## config.mk

```make
export PLATFORM = sky130hd
export DESIGN_NAME = npu_conv_engine_flat
export DESIGN_NICKNAME = d
export VERILOG_FILES = /design/src/rtl/npu_cnn_pkg.sv /design/src/rtl/npu_conv_engine_if.sv /design/src/rtl/npu_conv_addr_gen.sv /design/src/rtl/npu_conv_engine.sv /design/src/flat_wrapper.sv
export SDC_FILE = /design/constraint.sdc
export NUM_CORES = 2
export LEC_CHECK = 0
export BUFFER_PORTS_ARGS = -buffer_cell sky130_fd_sc_hd__clkbuf_2
export CAP_MARGIN = 20
export CORE_MARGIN = 1
export CORE_UTILIZATION = 55
export DETAILED_ROUTE_END_ITERATION = 16
export PLACE_DENSITY = 0.73
export SYNTH_ARGS = -nofsm -noshare
export SYNTH_HDL_FRONTEND = slang
export SYNTH_SLANG_ARGS = --single-unit
```

## constraint.sdc

```tcl
create_clock -name S_AXI_ACLK -period 19.65 [get_ports S_AXI_ACLK]
set_input_delay 3.93 -clock S_AXI_ACLK [delete_from_list [all_inputs] [get_ports S_AXI_ACLK]]
set_output_delay 3.93 -clock S_AXI_ACLK [all_outputs]
set_load 0.01 [all_outputs]
```

## src/rtl/npu_cnn_pkg.sv

```systemverilog
// Shared types, constants and output scaling for the NPU convolution core.
// Imported by the interface, the address generator and the engine top.
package npu_cnn_pkg;

    localparam int DATA_WIDTH      = 16;
    localparam int ACC_WIDTH       = 40;
    localparam int DIM_WIDTH       = 8;
    localparam int BRAM_ADDR_WIDTH = 14;
    localparam int SHIFT_WIDTH     = 5;

    typedef logic signed [DATA_WIDTH-1:0] data_t;
    typedef logic signed [ACC_WIDTH-1:0]  acc_t;
    typedef logic [DIM_WIDTH-1:0]         dim_t;
    typedef logic [BRAM_ADDR_WIDTH-1:0]   addr_t;
    typedef logic [SHIFT_WIDTH-1:0]       shift_t;

    typedef enum logic [2:0] {
        IDLE,
        SETUP,
        MAC,
        DRAIN,
        WRITE,
        DONE
    } state_t;

    localparam acc_t SAT_MAX =
        {{(ACC_WIDTH-DATA_WIDTH+1){1'b0}}, {(DATA_WIDTH-1){1'b1}}};
    localparam acc_t SAT_MIN =
        {{(ACC_WIDTH-DATA_WIDTH+1){1'b1}}, {(DATA_WIDTH-1){1'b0}}};

    // Scale the accumulator down, clamp to the data range, optional ReLU.
    function automatic data_t sat_relu(acc_t acc, shift_t shift, logic relu);
        acc_t r;
        r = acc >>> shift;
        if (r > SAT_MAX) begin
            r = SAT_MAX;
        end else if (r < SAT_MIN) begin
            r = SAT_MIN;
        end
        if (relu && r[ACC_WIDTH-1]) begin
            r = '0;
        end
        return r[DATA_WIDTH-1:0];
    endfunction

endpackage

```

## src/rtl/npu_conv_engine_if.sv

```systemverilog
// BRAM access bundle between the convolution engine and the shared memory.
// The engine is the master: it drives both read addresses and the write port.
interface npu_conv_engine_if;
    import npu_cnn_pkg::*;

    logic  rd_en;
    addr_t img_rd_addr;
    addr_t wgt_rd_addr;
    data_t img_rd_data;
    data_t wgt_rd_data;
    logic  wr_en;
    addr_t wr_addr;
    data_t wr_data;

    modport master (
        output rd_en,
        output img_rd_addr,
        output wgt_rd_addr,
        input  img_rd_data,
        input  wgt_rd_data,
        output wr_en,
        output wr_addr,
        output wr_data
    );

    modport slave (
        input  rd_en,
        input  img_rd_addr,
        input  wgt_rd_addr,
        output img_rd_data,
        output wgt_rd_data,
        input  wr_en,
        input  wr_addr,
        input  wr_data
    );

endinterface

```

## src/rtl/npu_conv_addr_gen.sv

```systemverilog
// Nested loop counters (oc, oy, ox | ic, ky, kx) and the image, weight and
// output address computations; all address math wraps at the BRAM size.
module npu_conv_addr_gen
    import npu_cnn_pkg::*;
(
    input  logic  clk,
    input  logic  rst_n,
    input  logic  load,
    input  logic  step,
    input  logic  next_pix,
    input  dim_t  h,
    input  dim_t  w,
    input  dim_t  kh,
    input  dim_t  kw,
    input  dim_t  inc,
    input  dim_t  outc,
    input  addr_t img_base,
    input  addr_t wgt_base,
    input  addr_t out_base,
    output addr_t img_addr,
    output addr_t wgt_addr,
    output addr_t out_addr,
    output logic  first,
    output logic  last,
    output logic  last_pix
);

    localparam dim_t ONE = dim_t'(1);

    dim_t oh, ow;
    dim_t oc, oy, ox;
    dim_t ic, ky, kx;

    logic kx_end, ky_end, ic_end;
    logic ox_end, oy_end, oc_end;

    assign kx_end   = (kx == kw - ONE);
    assign ky_end   = (ky == kh - ONE);
    assign ic_end   = (ic == inc - ONE);
    assign ox_end   = (ox == ow - ONE);
    assign oy_end   = (oy == oh - ONE);
    assign oc_end   = (oc == outc - ONE);
    assign first    = (ic == '0) && (ky == '0) && (kx == '0);
    assign last     = ic_end && ky_end && kx_end;
    assign last_pix = oc_end && oy_end && ox_end;

    // Counters: zeroed at setup, inner loop on step, pixel loop on next_pix.
    always_ff @(posedge clk) begin
        if (!rst_n) begin
            oh <= '0;
            ow <= '0;
            oc <= '0;
            oy <= '0;
            ox <= '0;
            ic <= '0;
            ky <= '0;
            kx <= '0;
        end else if (load) begin
            oh <= h - kh + ONE;
            ow <= w - kw + ONE;
            oc <= '0;
            oy <= '0;
            ox <= '0;
            ic <= '0;
            ky <= '0;
            kx <= '0;
        end else begin
            if (step) begin
                if (kx_end) begin
                    kx <= '0;
                    if (ky_end) begin
                        ky <= '0;
                        ic <= ic_end ? '0 : ic + ONE;
                    end else begin
                        ky <= ky + ONE;
                    end
                end else begin
                    kx <= kx + ONE;
                end
            end
            if (next_pix) begin
                if (ox_end) begin
                    ox <= '0;
                    if (oy_end) begin
                        oy <= '0;
                        oc <= oc_end ? '0 : oc + ONE;
                    end else begin
                        oy <= oy + ONE;
                    end
                end else begin
                    ox <= ox + ONE;
                end
            end
        end
    end

    // Address arithmetic on zero-extended counters, truncated to BRAM width.
    always_comb begin
        img_addr = img_base
                 + (addr_t'(ic) * addr_t'(h) + addr_t'(oy) + addr_t'(ky))
                 * addr_t'(w) + addr_t'(ox) + addr_t'(kx);
        wgt_addr = wgt_base
                 + ((addr_t'(oc) * addr_t'(inc) + addr_t'(ic))
                 * addr_t'(kh) + addr_t'(ky)) * addr_t'(kw) + addr_t'(kx);
        out_addr = out_base
                 + (addr_t'(oc) * addr_t'(oh) + addr_t'(oy))
                 * addr_t'(ow) + addr_t'(ox);
    end

endmodule

```

## src/rtl/npu_conv_engine.sv

```systemverilog
// Convolution compute core: valid 2-D multi-channel convolution over BRAM
// with fixed-point scaling, saturation and optional ReLU on each output.
module npu_conv_engine
    import npu_cnn_pkg::*;
(
    input  logic   S_AXI_ACLK,
    input  logic   S_AXI_ARESETN,
    input  logic   start,
    input  logic   abort,
    input  addr_t  cfg_img_base,
    input  addr_t  cfg_out_base,
    input  addr_t  cfg_wgt_base,
    input  dim_t   cfg_h,
    input  dim_t   cfg_w,
    input  dim_t   cfg_kh,
    input  dim_t   cfg_kw,
    input  dim_t   cfg_inc,
    input  dim_t   cfg_outc,
    input  shift_t cfg_shift,
    input  logic   cfg_relu,
    npu_conv_engine_if.master bram,
    output logic   busy,
    output logic   done,
    output logic   err
);

    state_t state, state_nx;

    addr_t  img_base, out_base, wgt_base;
    dim_t   h, w, kh, kw, inc, outc;
    shift_t shift;
    logic   relu;

    logic   accept, cfg_bad, drain_cnt;
    logic   first, last, last_pix;
    addr_t  img_addr, wgt_addr, out_addr;

    logic   v1, v2, f1, f2;
    acc_t   prod, acc;
    logic signed [2*DATA_WIDTH-1:0] mul;

    assign accept  = start && !abort && (state == IDLE);
    assign cfg_bad = (h == '0) || (w == '0) || (kh == '0) || (kw == '0)
                  || (inc == '0) || (outc == '0)
                  || (kh > h) || (kw > w);
    assign mul     = bram.img_rd_data * bram.wgt_rd_data;

    npu_conv_addr_gen u_addr (
        .clk      (S_AXI_ACLK),
        .rst_n    (S_AXI_ARESETN),
        .load     (state == SETUP),
        .step     (state == MAC),
        .next_pix (state == WRITE),
        .h        (h),
        .w        (w),
        .kh       (kh),
        .kw       (kw),
        .inc      (inc),
        .outc     (outc),
        .img_base (img_base),
        .wgt_base (wgt_base),
        .out_base (out_base),
        .img_addr (img_addr),
        .wgt_addr (wgt_addr),
        .out_addr (out_addr),
        .first    (first),
        .last     (last),
        .last_pix (last_pix)
    );

    // State register.
    always_ff @(posedge S_AXI_ACLK) begin
        if (!S_AXI_ARESETN) begin
            state <= IDLE;
        end else begin
            state <= state_nx;
        end
    end

    // Next-state logic; abort wins over everything, including start.
    always_comb begin
        state_nx = state;
        if (abort) begin
            state_nx = IDLE;
        end else begin
            unique case (state)
                IDLE:    if (start) state_nx = SETUP;
                SETUP:   state_nx = cfg_bad ? DONE : MAC;
                MAC:     if (last) state_nx = DRAIN;
                DRAIN:   if (drain_cnt) state_nx = WRITE;
                WRITE:   state_nx = last_pix ? DONE : MAC;
                DONE:    state_nx = IDLE;
                default: state_nx = IDLE;
            endcase
        end
    end

    // Configuration latch, error flag and the two-cycle drain counter.
    always_ff @(posedge S_AXI_ACLK) begin
        if (!S_AXI_ARESETN) begin
            img_base  <= '0;
            out_base  <= '0;
            wgt_base  <= '0;
            h         <= '0;
            w         <= '0;
            kh        <= '0;
            kw        <= '0;
            inc       <= '0;
            outc      <= '0;
            shift     <= '0;
            relu      <= 1'b0;
            err       <= 1'b0;
            drain_cnt <= 1'b0;
        end else begin
            drain_cnt <= (state == DRAIN) && !drain_cnt;
            if (accept) begin
                img_base <= cfg_img_base;
                out_base <= cfg_out_base;
                wgt_base <= cfg_wgt_base;
                h        <= cfg_h;
                w        <= cfg_w;
                kh       <= cfg_kh;
                kw       <= cfg_kw;
                inc      <= cfg_inc;
                outc     <= cfg_outc;
                shift    <= cfg_shift;
                relu     <= cfg_relu;
                err      <= 1'b0;
            end else if (abort && state != IDLE) begin
                err <= 1'b0;
            end else if (state == SETUP && cfg_bad) begin
                err <= 1'b1;
            end
        end
    end

    // MAC pipeline: read data -> registered product -> accumulator.
    always_ff @(posedge S_AXI_ACLK) begin
        if (!S_AXI_ARESETN) begin
            v1   <= 1'b0;
            v2   <= 1'b0;
            f1   <= 1'b0;
            f2   <= 1'b0;
            prod <= '0;
            acc  <= '0;
        end else begin
            v1 <= (state == MAC) && !abort;
            f1 <= (state == MAC) && first;
            v2 <= v1 && !abort;
            f2 <= f1;
            if (v1) begin
                prod <= {{(ACC_WIDTH-2*DATA_WIDTH){mul[2*DATA_WIDTH-1]}}, mul};
            end
            if (v2) begin
                acc <= f2 ? prod : acc + prod;
            end
        end
    end

    // Output decode; addresses and data are held at zero when idle.
    always_comb begin
        busy             = (state != IDLE);
        done             = (state == DONE);
        bram.rd_en       = (state == MAC);
        bram.img_rd_addr = '0;
        bram.wgt_rd_addr = '0;
        bram.wr_en       = (state == WRITE);
        bram.wr_addr     = '0;
        bram.wr_data     = '0;
        if (state == MAC) begin
            bram.img_rd_addr = img_addr;
            bram.wgt_rd_addr = wgt_addr;
        end
        if (state == WRITE) begin
            bram.wr_addr = out_addr;
            bram.wr_data = sat_relu(acc, shift, relu);
        end
    end

endmodule

```

## src/flat_wrapper.sv

```systemverilog
// flat-port wrapper written by rule: the top's interface ports become plain ports
module npu_conv_engine_flat import npu_cnn_pkg::*;
  (S_AXI_ACLK, S_AXI_ARESETN, start, abort, cfg_img_base, cfg_out_base, cfg_wgt_base, cfg_h, cfg_w, cfg_kh, cfg_kw, cfg_inc, cfg_outc, cfg_shift, cfg_relu, busy, done, err, bram_rd_en, bram_img_rd_addr, bram_wgt_rd_addr, bram_img_rd_data, bram_wgt_rd_data, bram_wr_en, bram_wr_addr, bram_wr_data);
  npu_conv_engine_if bram_i ();
  input  logic S_AXI_ACLK;
  input  logic S_AXI_ARESETN;
  input  logic start;
  input  logic abort;
  input  addr_t cfg_img_base;
  input  addr_t cfg_out_base;
  input  addr_t cfg_wgt_base;
  input  dim_t cfg_h;
  input  dim_t cfg_w;
  input  dim_t cfg_kh;
  input  dim_t cfg_kw;
  input  dim_t cfg_inc;
  input  dim_t cfg_outc;
  input  shift_t cfg_shift;
  input  logic cfg_relu;
  output logic busy;
  output logic done;
  output logic err;
  output wire logic [$bits(bram_i.rd_en)-1:0] bram_rd_en;
  output wire logic [$bits(bram_i.img_rd_addr)-1:0] bram_img_rd_addr;
  output wire logic [$bits(bram_i.wgt_rd_addr)-1:0] bram_wgt_rd_addr;
  input wire logic [$bits(bram_i.img_rd_data)-1:0] bram_img_rd_data;
  input wire logic [$bits(bram_i.wgt_rd_data)-1:0] bram_wgt_rd_data;
  output wire logic [$bits(bram_i.wr_en)-1:0] bram_wr_en;
  output wire logic [$bits(bram_i.wr_addr)-1:0] bram_wr_addr;
  output wire logic [$bits(bram_i.wr_data)-1:0] bram_wr_data;
  assign bram_rd_en = bram_i.rd_en;
  assign bram_img_rd_addr = bram_i.img_rd_addr;
  assign bram_wgt_rd_addr = bram_i.wgt_rd_addr;
  assign bram_i.img_rd_data = bram_img_rd_data;
  assign bram_i.wgt_rd_data = bram_wgt_rd_data;
  assign bram_wr_en = bram_i.wr_en;
  assign bram_wr_addr = bram_i.wr_addr;
  assign bram_wr_data = bram_i.wr_data;
  npu_conv_engine u_core (.S_AXI_ACLK(S_AXI_ACLK), .S_AXI_ARESETN(S_AXI_ARESETN), .start(start), .abort(abort), .cfg_img_base(cfg_img_base), .cfg_out_base(cfg_out_base), .cfg_wgt_base(cfg_wgt_base), .cfg_h(cfg_h), .cfg_w(cfg_w), .cfg_kh(cfg_kh), .cfg_kw(cfg_kw), .cfg_inc(cfg_inc), .cfg_outc(cfg_outc), .cfg_shift(cfg_shift), .cfg_relu(cfg_relu), .bram(bram_i), .busy(busy), .done(done), .err(err));
endmodule
```

**After elaboration in Yosys (flattened, before gate mapping)**

Index checks and enable logic that the tools add are counted.

- Register bits after elaboration: 241
- Input bits: 132
- Logic and storage cells: 149

- Add/subtract/negate cells: 29
- Multipliers: 8
- $lt $le $gt $ge: 4
- Eq/ne operators: 14
- Shift-type cells: 1
- Multiplexer cells: 21
- Bitwise gates (word level): 1
- Reduce and logical (&&, ||, !) cells: 43

Operator list:

| operator | count |
|---|---|
| $mux W40 | 4 |
| $add A14 B8 Y14 | 9 |
| $logic_not A8 Y1 | 9 |
| $add A8 B1 Y8 const B | 8 |
| $mul A14 B8 Y14 | 4 |
| $eq A8 B8 Y1 | 6 |
| $mux W8 | 6 |
| $sub A8 B1 Y8 const B | 6 |
| $add A14 B14 Y14 | 3 |
| $mul A8 B8 Y14 | 3 |
| $mux W14 | 3 |
| $add A40 B32 Y40 | 1 |
| $gt A40 B16 Y1 const B | 1 |
| $lt A40 B16 Y1 const B | 1 |
| $sshr A40 B5 Y40 | 1 |
| $mul A16 B16 Y32 | 1 |
| $mux W16 | 2 |
| $gt A8 B8 Y1 | 2 |
| $sub A8 B8 Y8 | 2 |
| $logic_and A1 B1 Y1 | 15 |
| $mux W3 | 5 |
| $pmux W3 S5 | 1 |
| $reduce_and A3 Y1 | 3 |
| $logic_or A1 B1 Y1 | 7 |
| other kinds (12) | 18 |

**Longest topological paths before layout**

- Depth after elaboration: 10
- Gate-level depth with buffers: 48
- Gate-level depth less buffers: 46

**Cells and area by module**

Synthesis repeated with hierarchy kept, for this count alone.

- Cell total of the unflattened synthesis: 5,245
- Area, all modules: 44,076.0 sq um

By module, submodules not included:

| module | instances | cells each | area an instance (sq um) |
|---|---|---|---|
| npu_conv_addr_gen | 1 | 2,651 | 22,808.1 |
| npu_conv_engine | 1 | 2,594 | 21,267.9 |

**Worst setup path before layout**

Ideal clock, no wire load.

- Path kind: register to output
- Start point: register u_core.u_addr.oc[3]
- End point: output bram_wgt_rd_addr[13]
- Arrival: 11.762 ns
- Setup slack: 3.958 ns
- Stages on the path, launching flop included: 46
- Path buffers: 2
- Cell sequence: dfxtp_1 > clkbuf_1 > clkbuf_1 > nand2_1 > fa_1 > fa_1 > inv_1 > ha_1 > inv_1 > fa_1 > inv_1 > ha_1 > a21o_1 > a21oi_1 > xnor2_1 > and2_1 > fa_1 > inv_1 > [... 10 more ...] > nor3_1 > a31o_2 > xor2_1 > nand2_1 > fa_1 > fa_1 > fa_1 > inv_1 > fa_1 > ha_1 > xor2_1 > xnor2_1 > xnor2_1 > xnor3_1 > xnor3_1 > xnor3_1 > xor3_1 > mux2_2

- Word-level cells in the longest chain between the ends: 8

Ends and longest elaborated chain:

| what | RTL line | source |
|---|---|---|
| start, declared | npu_conv_addr_gen.sv:31 | `dim_t oc, oy, ox;` |
| start signal, assigned | npu_conv_addr_gen.sv:86 | `oc <= oc_end ? '0 : oc + ONE;` |
| $mul A8 B8 Y14 | npu_conv_addr_gen.sv:103 | `+ ((addr_t'(oc) * addr_t'(inc) + addr_t'(ic))` |
| $add A14 B8 Y14 | npu_conv_addr_gen.sv:103 |  |
| $mul A14 B8 Y14 | npu_conv_addr_gen.sv:104 | `* addr_t'(kh) + addr_t'(ky)) * addr_t'(kw) + addr_t'(kx);` |
| $add A14 B8 Y14 | npu_conv_addr_gen.sv:104 |  |
| $mul A14 B8 Y14 | npu_conv_addr_gen.sv:104 |  |
| $add A14 B14 Y14 | npu_conv_addr_gen.sv:103 |  |
| $add A14 B8 Y14 | npu_conv_addr_gen.sv:104 |  |
| $mux W14 | npu_conv_engine.sv:170 | `if (state == MAC) begin` |
| end, declared | flat_wrapper.sv:25 | `output wire logic [$bits(bram_i.wgt_rd_addr)-1:0] bram_wgt_rd_addr;` |

No other way between the ends.

**Final worst setup path**

Same ends and word-level chain as after synthesis.

==> metrics.cfg <==
[clocking]
htreeDepth=1
cts.repair.resized=0
insertion_delay_ns=0.63
path_clk_slew_ns=0.06
clock-sinks=241
cts_tree=yes
hold_buffers=0
root_buffer=clkbuf_16
cts_made_buffers=31
postCtsSetupBuffers=0
cts_max_path_buffers=3

[grt]
grt_pass1_vias=35100
grt_max_degree=77
grt_use_total_pct=27.9
grt_pass1_wl_microns=185000
grt_overflow_total=0
antenna_found_initial=1

[synthesis]
synthTopCellsByCount=879 x inv_1, 788 x nand2_1, 658 x fa_1
synthesis.area_sq_mm=0.0441
yosys.area_share.adder_pct=41.4
dominantRegCellSynth=dfxtp_1
synth_seq_cells=241
yosysSeqAreaShare_pct=10.9
syn_avg_cell_area_sq_um=8.42
synth-edff-count=0
synth.most_common_cell=inv_1
synthCells=5242
ys_warn_count=0
synth-xor-area-share_pct=6.38
synth_top_family_by_area=adder cells
synth_top_area_share_pct=29.9
yosysTopAreaCell=fa_1
muxShareOfSynthArea_pct=3.15
synth_compound_gate_area_share_pct=10.0
syn-num-nets=6438
ys_top_cells_by_area=fa_1 30%, ha_1 12%, dfxtp_1 11%
synth_cell_type_count=80
yosys.area_share.simple_pct=18.6
async_reset_ff_share_pct=0

[setup_path]
worstPathMaxFanout=21
critPathArrivalTime_ns=13.40
timing.rr.start=u_core.kw[0]
crit_path_end_kind=output port
path_common_cell=fa_1
reg2reg_to=u_core.u_addr.ic[5]
slowest_delay_ns=0.80
rrSetupSlack_ns=15.79
start_kind=flip-flop
rr_worst_depth=13
required_ns=15.72
critPathSlowestCell=dfxtp_1
critical_path_class=reg -> out

[floorplanning]
die_area_sq_mm=0.0814
die_y_microns=285
io_pins=195
die_w_microns=285
core_region_area_sq_mm=0.0791
start_util_pct=55.8
rows=103

[routing]
wire_per_inst_microns=17.7
drtIter0Drc=2592
vias=35200
firstDrtPassIters=6
drc=0
routed_wl_microns=112000
vias_per_cell=5.57
ant_nets=0

[finish]
final_util_pct=59.0
postLayoutCellArea_sq_mm=0.0467
drive_gt1_share_pct=6.04
syn2layout_area_growth_pct=5.90
final_nets=6452

[timing]
fin_crit_ns=17.33
tns_ns=0
setup_viol=0
timing.final.crit_share_pct=88.2
worstMarginPinSlew_ns=1.04
hold_viol=0
max_freq_mhz=57.7
drv_slew=0
slew-limit-headroom_pct=30.3
grt_setup_unrepaired=false
finClkSkew_ns=0.0403

[power_and_ir_drop]
p_leak_nw=21.9
power.density_mw_per_mm2=85.1
power.total_mw=3.97
ir_drop_uv=184

[placed_design]
dp_hpwl_microns=88800
port_buffers=194
placed_area_sq_mm=0.0457
place.gp.congestion=0.962

[worst_hold_path]
holdCritPathClass=reg -> reg
hp-start=u_core.f1
whs_endpoint=u_core.f2
whs_path_depth=1

[run]
drv_cap=0

[outcome]
status=completed

## flip-flops by register name, summed over array words and instances (netlist names), 14 cells and up
register and cells:
u_core.out_base 14, u_core.img_base 14, u_core.acc 40, u_core.wgt_base 14, u_core.prod 32
## cells in the final DEF, fill, tap and decap left out, types with 28 or more instances in the layout
cell type,instances
and2_1,337
nor3_1,52
nand2b_1,52
nor2b_1,51
a21o_1,56
nand3_1,49
a21boi_0,73
o21ai_0,129
a21oi_1,208
mux2i_1,76
xnor2_1,207
and3_1,34
clkbuf_2,193
a31oi_1,28
fa_1,658
ha_1,406
inv_1,878
clkbuf_16,31
nor2_1,234
dfxtp_1,237
nand2_1,788
xor2_1,81
## logic make-up after synthesis
family / count (synthesis)
muxes: 111
xor gates and xnor gates: 301
buffers and inverters: 1119
and+or+nand+nor: 1722
AOI/OAI and AO/OA: 684
adders and majority gates: 1064
DFF: 241
## worst max-delay path by stage
stage,to,cells after the start,from
after floorplan,bram_wgt_rd_addr[13],45,u_core.u_addr.oc[3]
after global placement,bram_wgt_rd_addr[13],44,u_core.u_addr.oc[3]
final,bram_wgt_rd_addr[13],44,u_core.u_addr.oc[3]
after global routing,bram_wgt_rd_addr[13],44,u_core.u_addr.oc[3]
after CTS,bram_wgt_rd_addr[13],44,u_core.u_addr.oc[3]
after detailed placement,bram_wgt_rd_addr[13],44,u_core.u_addr.oc[2]
## stage by stage
stage / worst slack, ns / hold slack (ns) / cells
after detailed placement: 2.96 / 0.428 / 6272
after global routing: 1.59 / 0.479 / 6331
after floorplan: 3.96 / 0.412 / 5242
after CTS: 2.27 / 0.452 / 6330
final: 2.32 / 0.447 / 6332
after global placement: 3.29 / 0.429 / 6272
## power breakdown
group	leakage [nW]	switching, mW	internal, mW
combinational	19.4	1.61	1.23
sequential	1.95	0.0329	0.502
clock	0.515	0.255	0.341
## metal layers
metal	GRT usage, %	part of all wire, %	vias up
met2	43.7	45	1164
met5	0	0.012	-
met1	41.5	46	17300
met3	2.87	6.5	163
li1	-	-	16600
met4	6.31	2.2	2
## layout make-up
| type | instances | area [sq um] |
|---|---|---|
| tap | 1050 | 1310 |
| clock buffer | 36 | 815 |
| inverter | 886 | 3330 |
| antenna | 1 | 2.50 |
| clock inverter | 22 | 241 |
| sequential | 241 | 4830 |
| fill | 7110 | 32400 |
| timing repair buffer | 214 | 1120 |
| multi-input combinational | 3882 | 35100 |
## worst max-delay path, delay by kind of cell (launching register included)
kind	cells	cell delay (ns)
DFF	1	0.80
adders and majority gates	15	6.58
muxes	1	0.33
xor gates and xnor gates	9	2.32
buffers and inverters	9	0.53
and+or+nand+nor	6	1.47
AOI/OAI and AO/OA	4	0.76
Power figures use the tool's default switching activity.
